File: src/rtl/ps2_host_tx.sv
// Host-to-device PS/2 transmitter: inhibits the bus, requests to send, then clocks a command
// byte out on device-generated falling edges and collects the device ACK. Lines are open-drain.
module ps2_host_tx #(
  parameter int unsigned INHIBIT_CYCLES     = 6000,
  parameter int unsigned FIRST_EDGE_TIMEOUT = 750000,
  parameter int unsigned BIT_TIMEOUT        = 100000,
  parameter int unsigned FILTER_LEN         = 8
) (
  input  logic       clk,
  input  logic       reset,
  input  logic [7:0] tx_data,
  input  logic       tx_valid,
  output logic       tx_ready,
  output logic       tx_done,
  output logic       tx_error,
  output logic       busy,
  input  logic       ps2_clk_in,
  input  logic       ps2_dat_in,
  output logic       ps2_clk_oe,
  output logic       ps2_dat_oe
);

  localparam int unsigned WdMax = (FIRST_EDGE_TIMEOUT > BIT_TIMEOUT) ? FIRST_EDGE_TIMEOUT
                                                                     : BIT_TIMEOUT;
  localparam int unsigned WdW   = $clog2(WdMax + 1);
  localparam int unsigned InhW  = $clog2(INHIBIT_CYCLES + 1);
  localparam int unsigned FltW  = $clog2(FILTER_LEN + 1);

  typedef enum logic [2:0] {
    StIdle,
    StInhibit,
    StRequest,
    StData,
    StAck,
    StWaitIdle,
    StDone
  } state_e;

  // Index 0 is the PS/2 clock, index 1 the PS/2 data line.
  logic [1:0]      sync1_q, sync2_q, filt_q;
  logic [FltW-1:0] flt_cnt_q [2];
  logic [1:0]      flip;
  logic            fe;

  always_comb begin
    flip = '0;
    for (int i = 0; i < 2; i++) begin
      flip[i] = (sync2_q[i] != filt_q[i]) && (flt_cnt_q[i] == FltW'(FILTER_LEN - 1));
    end
  end

  // Falling edge is flagged in the cycle the filtered clock is about to drop.
  assign fe = flip[0] && filt_q[0];

  always_ff @(posedge clk) begin
    if (reset) begin
      sync1_q      <= 2'b11;
      sync2_q      <= 2'b11;
      filt_q       <= 2'b11;
      flt_cnt_q[0] <= '0;
      flt_cnt_q[1] <= '0;
    end else begin
      sync1_q <= {ps2_dat_in, ps2_clk_in};
      sync2_q <= sync1_q;
      for (int i = 0; i < 2; i++) begin
        if (sync2_q[i] == filt_q[i]) begin
          flt_cnt_q[i] <= '0;
        end else if (flip[i]) begin
          filt_q[i]    <= sync2_q[i];
          flt_cnt_q[i] <= '0;
        end else begin
          flt_cnt_q[i] <= flt_cnt_q[i] + FltW'(1);
        end
      end
    end
  end

  state_e          state_q;
  logic [7:0]      data_q;
  logic            par_q;
  logic [3:0]      n_q;
  logic            err_q;
  logic [InhW-1:0] inh_q;
  logic [WdW-1:0]  wd_q;
  logic [9:0]      frame;
  logic            watched;
  logic            progress;

  // Bits presented after falling edges 1..10: data LSB first, parity, stop.
  assign frame = {1'b1, par_q, data_q};

  always_comb begin
    watched  = 1'b0;
    progress = 1'b0;
    case (state_q)
      StRequest, StData, StAck: begin
        watched  = 1'b1;
        progress = fe;
      end
      StWaitIdle: begin
        watched  = 1'b1;
        progress = &filt_q;
      end
      default: ;
    endcase
  end

  always_ff @(posedge clk) begin
    if (reset) begin
      state_q    <= StIdle;
      ps2_clk_oe <= 1'b0;
      ps2_dat_oe <= 1'b0;
      tx_done    <= 1'b0;
      tx_error   <= 1'b0;
      busy       <= 1'b0;
      tx_ready   <= 1'b1;
      data_q     <= '0;
      par_q      <= 1'b0;
      n_q        <= '0;
      err_q      <= 1'b0;
      inh_q      <= '0;
      wd_q       <= '0;
    end else begin
      tx_done  <= 1'b0;
      tx_error <= 1'b0;
      if (wd_q != '0) wd_q <= wd_q - WdW'(1);

      if (watched && (wd_q == '0) && !progress) begin
        ps2_clk_oe <= 1'b0;
        ps2_dat_oe <= 1'b0;
        tx_done    <= 1'b1;
        tx_error   <= 1'b1;
        state_q    <= StDone;
      end else begin
        case (state_q)
          StIdle: begin
            if (tx_valid) begin
              data_q     <= tx_data;
              par_q      <= ~^tx_data;
              n_q        <= '0;
              err_q      <= 1'b0;
              inh_q      <= InhW'(INHIBIT_CYCLES - 1);
              ps2_clk_oe <= 1'b1;
              tx_ready   <= 1'b0;
              busy       <= 1'b1;
              state_q    <= StInhibit;
            end
          end
          StInhibit: begin
            inh_q <= inh_q - InhW'(1);
            if (inh_q == InhW'(1)) ps2_dat_oe <= 1'b1;
            if (inh_q == '0) begin
              ps2_clk_oe <= 1'b0;
              ps2_dat_oe <= 1'b1;
              wd_q       <= WdW'(FIRST_EDGE_TIMEOUT - 1);
              state_q    <= StRequest;
            end
          end
          StRequest, StData: begin
            if (fe) begin
              ps2_dat_oe <= ~frame[n_q];
              n_q        <= n_q + 4'd1;
              wd_q       <= WdW'(BIT_TIMEOUT - 1);
              state_q    <= (n_q == 4'd9) ? StAck : StData;
            end
          end
          StAck: begin
            if (fe) begin
              err_q   <= filt_q[1];
              wd_q    <= WdW'(BIT_TIMEOUT - 1);
              state_q <= StWaitIdle;
            end
          end
          StWaitIdle: begin
            if (&filt_q) begin
              tx_done  <= 1'b1;
              tx_error <= err_q;
              state_q  <= StDone;
            end
          end
          StDone: begin
            tx_ready <= 1'b1;
            busy     <= 1'b0;
            state_q  <= StIdle;
          end
          default: state_q <= StIdle;
        endcase
      end
    end
  end

endmodule

File: config.mk
export PLATFORM = sky130hd
export DESIGN_NAME = ps2_host_tx
export DESIGN_NICKNAME = d
export VERILOG_FILES = /design/src/rtl/ps2_host_tx.sv
export SDC_FILE = /design/constraint.sdc
export NUM_CORES = 1
export LEC_CHECK = 0
export CELL_PAD_IN_SITES_DETAIL_PLACEMENT = 1
export CELL_PAD_IN_SITES_GLOBAL_PLACEMENT = 2
export CORE_MARGIN = 5
export CORE_UTILIZATION = 34
export DETAILED_ROUTE_END_ITERATION = 10
export GPL_TIMING_DRIVEN = 0
export PLACE_DENSITY = 0.82
export SYNTH_ARGS = -nofsm -noshare
export SYNTH_HDL_FRONTEND = slang
export SYNTH_SLANG_ARGS = --single-unit
File: constraint.sdc
create_clock -name clk -period 2.6 [get_ports clk]
set_input_delay 0.39 -clock clk [delete_from_list [all_inputs] [get_ports clk]]
set_output_delay 0.39 -clock clk [all_outputs]
set_load 0.005 [all_outputs]
# Yosys cells after proc, flatten, opt, wreduce, memory -nomap -nowiden
# Memories as Yosys holds them, arrays and structs flattened.
# Index checks and enable logic that the tools add are counted.
[totals] regBits=62 ram_bits=8 in_bits=13 output_inout_bits=6 wordCells=162 mem_count=1
[op_classes] addsub=5 order_cmp=1 n_eq_ne=25 muxes=70 bitwise_logic=10 n_reduce_logical=32
[mem_list] name="flt_cnt_q" depth=2 word_bits=4 rd=2 rd_clocked_by_memory_dff=0 write_ports=2 line="41" source="logic [FltW-1:0] flt_cnt_q [2];"
[ops] operator="two-way mux 20 bit" n=4
[ops] operator="case mux 20 bit (2 select lines)" n=1
[ops] operator="two-way mux 1 bit" n=39
[ops] operator="two-way mux 4 bit" n=8
[ops] operator="case mux 13 bit (2 select lines)" n=1
[ops] operator="two-way mux 3 bit" n=7
[ops] operator="logical NOT 20 bit" n=1
[ops] operator="nonzero test 20 bit" n=1
[ops] operator="subtractor 20 x 1 -> 20 bit, second input constant" n=1
[ops] operator="!= test 3 bit, second input constant" n=6
[ops] operator="case mux 3 bit (5 select lines)" n=1
[ops] operator="AND reduction 3 bit" n=5
[ops] operator="== test 13 x 1 -> 1 bit, second input constant" n=1
[ops] operator="logical NOT 13 bit" n=1
[ops] operator="two-way mux 13 bit" n=1
[ops] operator="subtractor 13 x 1 -> 13 bit, second input constant" n=1
[ops] operator="adder 4 x 1 -> 4 bit, second input constant" n=3
[ops] operator="case mux 1 bit (2 select lines)" n=6
[ops] operator="!= test 2 bit, second input constant" n=5
[ops] operator="AND reduction 5 bit" n=2
[ops] operator="nonzero test 2 bit" n=5
[ops] operator="== test 3 bit, second input constant" n=3
[ops] operator="== test 4 x 3 -> 1 bit, second input constant" n=2
[ops] operator="case mux 4 bit (2 select lines)" n=1
[ops] operator="other kinds (18)" n=37

# Depth between registers and ports, before layout
# An unclocked memory read counts as a cell.
[logic_depth] ltp_word=9 ltp_mapped=8 mapped_depth_nobuf=7

# Worst setup path after synthesis
# Ideal clock, no wire load.
[synth_path] kind="flip-flop to flip-flop" start="register inh_q[3]" end="register wd_q[2]" setup_time_ps=75 t_arrival_ps=2368 t_required_ps=2525 setup_slack_ps=157 stages_incl_launch_ff=8 path_buffers=2 synth_period_minus_slack_ps=2443 path_cell_list="dfxtp_1 or4_4 or4b_4 or4b_4 buf_6 and2_4 buf_6 a31oi_2"
[synth_between] elab_chain_cells=4
[synth_lines] element="start, declared" line="83" source="logic [InhW-1:0] inh_q;"
[synth_lines] element="start signal, assigned" line="142" source="inh_q <= InhW'(INHIBIT_CYCLES - 1);"
[synth_lines] element="start signal, assigned" line="150" source="inh_q <= inh_q - InhW'(1);"
[synth_lines] element="logical NOT 13 bit" line="152" source="if (inh_q == '0) begin"
[synth_lines] element="two-way mux 20 bit" line="152"
[synth_lines] element="case mux 20 bit (2 select lines)" line="135" source="case (state_q)"
[synth_lines] element="two-way mux 20 bit" line="128" source="if (watched && (wd_q == '0) && !progress) begin"
[synth_lines] element="end signal, assigned" line="126" source="if (wd_q != '0) wd_q <= wd_q - WdW'(1);"
[synth_lines] element="end signal, assigned" line="155" source="wd_q <= WdW'(FIRST_EDGE_TIMEOUT - 1);"
[synth_lines] element="end signal, assigned" line="163" source="wd_q <= WdW'(BIT_TIMEOUT - 1);"
[synth_lines] element="end, declared" line="84" source="logic [WdW-1:0] wd_q;"
# No other way between the ends.
# A chain may end at the register's enable or synchronous reset.

# Worst setup path after layout
[layout_path] start="register inh_q[6]" end="register wd_q[2]"
# The elaborated chain is that of the path after synthesis.

==> impl_results.md <==
- Status: finished, final reports clean
- Final Worst Setup Slack: 0.0670 ns
- Worst slack after detailed placement: -0.00341 ns
- Max incr delay on CP: between 0.5 and 0.6 ns
- EDFF count, synth: 8
- Clock transition at the register clock pins on the worst setup and hold paths after CTS: about 0.080 ns
- Final min period: approximately 2.5 ns
- Count of hold-fix buffers inserted at cts: 0
- Required time worst endpoint: about 2.9 ns
- CP max FO: 9
- Complex-gate fraction of the synthesized area: around 14%
- Accumulated negative setup slack: 0 ns
- Critical path startpoint category: flop
- Fraction of registers with async set or reset after synthesis: 0%
- Number of distinct library cell variants in the gate-level netlist after synthesis: 59
- Fraction of synthesized area in multiplexers: under 10%
- Crit path top cell by count: sky130_fd_sc_hd__or4b_4
- Synth Warn #: 0
- Seq cells post-synth: 70
- CP max stage cell: sky130_fd_sc_hd__or4b_4
- Max capacitance violation total: 0
- Netlist area before placement: 0.00349 mm^2
- Achievable clock frequency: 0.395 GHz
- Fraction of the mapped netlist area in adder cells: under 10%
- Count of boundary I/O pins: 19
- Most common flop cell mapped by yosys: sky130_fd_sc_hd__dfxtp_1
- CTS buffer count: 9
- Total count of hold-check failures in the final report: 0
- Number of antenna repair diodes: 0
- Synth-to-layout area growth: 17.2%
- Cell leakage power: about 1.5 nW
- Vias post-DR: around 2.9k
- Peak supply drop: roughly 0.00038 V
- Most frequent cells after synthesis: sky130_fd_sc_hd__dfxtp_1 (62), sky130_fd_sc_hd__nor2_1 (34), sky130_fd_sc_hd__a21oi_1 (33), sky130_fd_sc_hd__nand2_1 (32), sky130_fd_sc_hd__xnor2_1 (22)
- Unrepaired setup endpoints after global routing: yes
- Tightest Pin Transition: approximately 1.2 ns
- Max-Slew Margin vs Limit: ~20%
- Post-route DRC violation count: 0
- Die area: 0.0124 mm^2
- Post-synthesis simple-gate area fraction: a little over a quarter
- Number of detailed-route iterations in the first pass: 4
- Initial antenna violation count: 0
- Effective utilization at floorplan: 34.3%
- Type of the most critical hold path: flop to flop
- CTS sink cnt: 70
- Number of endpoints failing setup at the final stage: 0
- Clk_lat worst skew: roughly 0.34 ns
- Die Y-Extent: 111 um
- Synth Area per Inst: 8.97 um^2
- Die Wd: roughly 110 um
- Number of DRC markers in iteration 0: 75
- Crit Path Class: flop to flop
- Cell with the most instances after synthesis: sky130_fd_sc_hd__dfxtp_1
- Category of cells accounting for the largest share of critical-path delay: simple AND/OR/NAND/NOR gates
- Final worst-path cycle share: between 90% and 100%
- Combined buffer and inverter count along the critical path: 1
- TritonCTS clock tree: built
- Data arrival time of the critical path: ~2.8 ns
- Std cell rows: 37
- Longest Clk Path Bufs: 2
- Cell chain of the critical path: or4_4, or4b_4, or4b_4, and2_4, buf_6, a31oi_2
- Largest net degree at the start of global routing: 13
- Core outline area: around 0.010 mm^2
- Count of buffers inserted at the top-level ports: 18
- Cells after Synth: between 300 and 400
- Post-DR vias/cell: 5.14
- Wire length of the first global-routing pass: about 15 mm
- Library cell with the largest summed area after synthesis: sky130_fd_sc_hd__dfxtp_1
- H-tree levels: 3
- Max-slew violation count: 0
- Post-Synth XOR/XNOR Area: approximately a tenth
- Post-detailed-route count of antenna-violating nets: 0
- HPWL after detailed placement: ~6.3 mm
- GRT Resource Usage Total: between 10% and 20%
- Clock root buffer: sky130_fd_sc_hd__clkbuf_8
- Power density relative to cell area: around 1200 mW/mm^2
- Number of nets in the layout: 444
- Sequential share of the synthesized area: between 40% and 50%
- Routed Wire Length: 8.61 mm
- Fraction of layout cells with a size suffix above 1: between 10% and 20%
- Yosys top cell area share: between 30% and 40%
- Total of fill cells in the finished design: 1215
- Main combinational cell family by area after synthesis: simple AND/OR/NAND/NOR gates
- Vias in the first global route: 3048
- Overflow left after global routing: 0
- Capturing element type of the critical path: flop
- Average detailed-routed wire length per instance: ~15 um
- Routability congestion estimate from global placement: 0.757
- Largest clock skew in the final design: 0.0112 ns
- Main area contributors after synthesis: sky130_fd_sc_hd__dfxtp_1 (36%), sky130_fd_sc_hd__edfxtp_1 (6.9%), sky130_fd_sc_hd__xnor2_1 (5.5%)
state kept, by name, summed over array words and instances, names as in the netlist:
signal      cells
busy            1
sync1_q         2
filt_q          2
data_q          8
inh_q          13
ps2_clk_oe      1
flt_cnt_q       8
tx_ready        1
err_q           1
tx_error        1
tx_done         1
ps2_dat_oe      1
n_q             4
state_q         3
wd_q           20
par_q           1
sync2_q         2
per-layer routing:
metal  routed length [um]  global-route usage, %  up-vias  share of wire [%]
li1                     -                      -     1444                  -
met1                 3970                   18.1     1421                 46
met2                 4340                   25.5       27                 50
met3                  199                   2.95        7                2.3
met4                  107                   4.14        0                1.2
met5                    0                      0        -                  0
layout by cell type (no fill, tap or decap), drive strengths merged, types with 3 or more instances in the layout:
cell	netlist	final
clkdlybuf4s50	0	18
xnor2	22	22
nand3b	3	3
edfxtp	8	8
or4b	4	4
nand3	14	14
nor4	6	6
nor2b	7	7
nor3b	3	3
nor4b	5	5
a31oi	10	10
nand4b	4	4
o21ai	6	6
nand2b	10	10
inv	11	11
o31ai	5	5
a21oi	34	34
clkbuf	15	26
nand4	3	3
or2	8	8
conb	1	8
or3	7	7
nand2	32	32
nor2	34	34
ha	8	8
xor2	16	16
nor3	15	15
dfxtp	62	62
or4	4	4
per-stage QoR:
step                cell area, um^2  utilization [%]  hold slack [ns]  instances  power [mW]
global placement               3860             37.9            0.406        550        3.75
CTS                            4090             40.1            0.425        565        4.82
finish                         4090             40.1            0.420        564        4.81
global route                   4090             40.1            0.446        564        5.19
floorplan                      3510                -            0.389        396        3.29
detailed placement             3860             37.9            0.401        550        3.84
power by group:
part           internal [mW]  total [mW]  switching [mW]  leakage (nW)
registers               1.40        1.68           0.284         0.592
clock network          0.521       0.941           0.419         0.106
logic                  0.958        2.19            1.23         0.766
total                   2.88        4.81            1.93          1.46
final timing paths:
kind | from | end | slack, ns | cells past startpoint
max | inh_q[6]$_SDFFE_PP0P_ | wd_q[2]$_SDFF_PP0_ | 0.07 | 6
min | sync1_q[0]$_SDFF_PP1_ | sync2_q[0]$_SDFF_PP1_ | 0.42 | 1
max reg2reg | inh_q[6]$_SDFFE_PP0P_ | wd_q[2]$_SDFF_PP0_ | 0.07 | 6
min reg2reg | sync1_q[0]$_SDFF_PP1_ | sync2_q[0]$_SDFF_PP1_ | 0.42 | 1
cell type report:
cell class / instances / area [um^2] / share of cell area (%)
plain buffers: 14 / 60.1 / 1.47
clock buffers: 13 / 169 / 4.13
clock inverters: 3 / 42.5 / 1.04
inverters: 11 / 41.3 / 1.01
multi-input cells: 298 / 1940 / 47.4
flip-flops and latches: 70 / 1480 / 36.2
well taps: 136 / 170 / 4.16
repair buffers: 19 / 188 / 4.59
timing repair:
action | in CTS | in global routing
gates resized for setup | 3 | 2
endpoints found under the setup margin | 7 | 17
hold endpoints to repair | 0 | 0
setup buffers | 0 | 1
pin swaps | 0 | 2
cell families after synthesis:
| group | Yosys count |
|---|---|
| AO/OA/AOI/OAI | 75 |
| XOR/XNOR | 38 |
| AND/OR/NAND/NOR | 165 |
| flip-flops | 70 |
| multiplexers | 4 |
| adder cells (fa/ha/maj) | 8 |
| other | 1 |
| buffers and inverters | 28 |
Power figures use the tool's default switching activity.
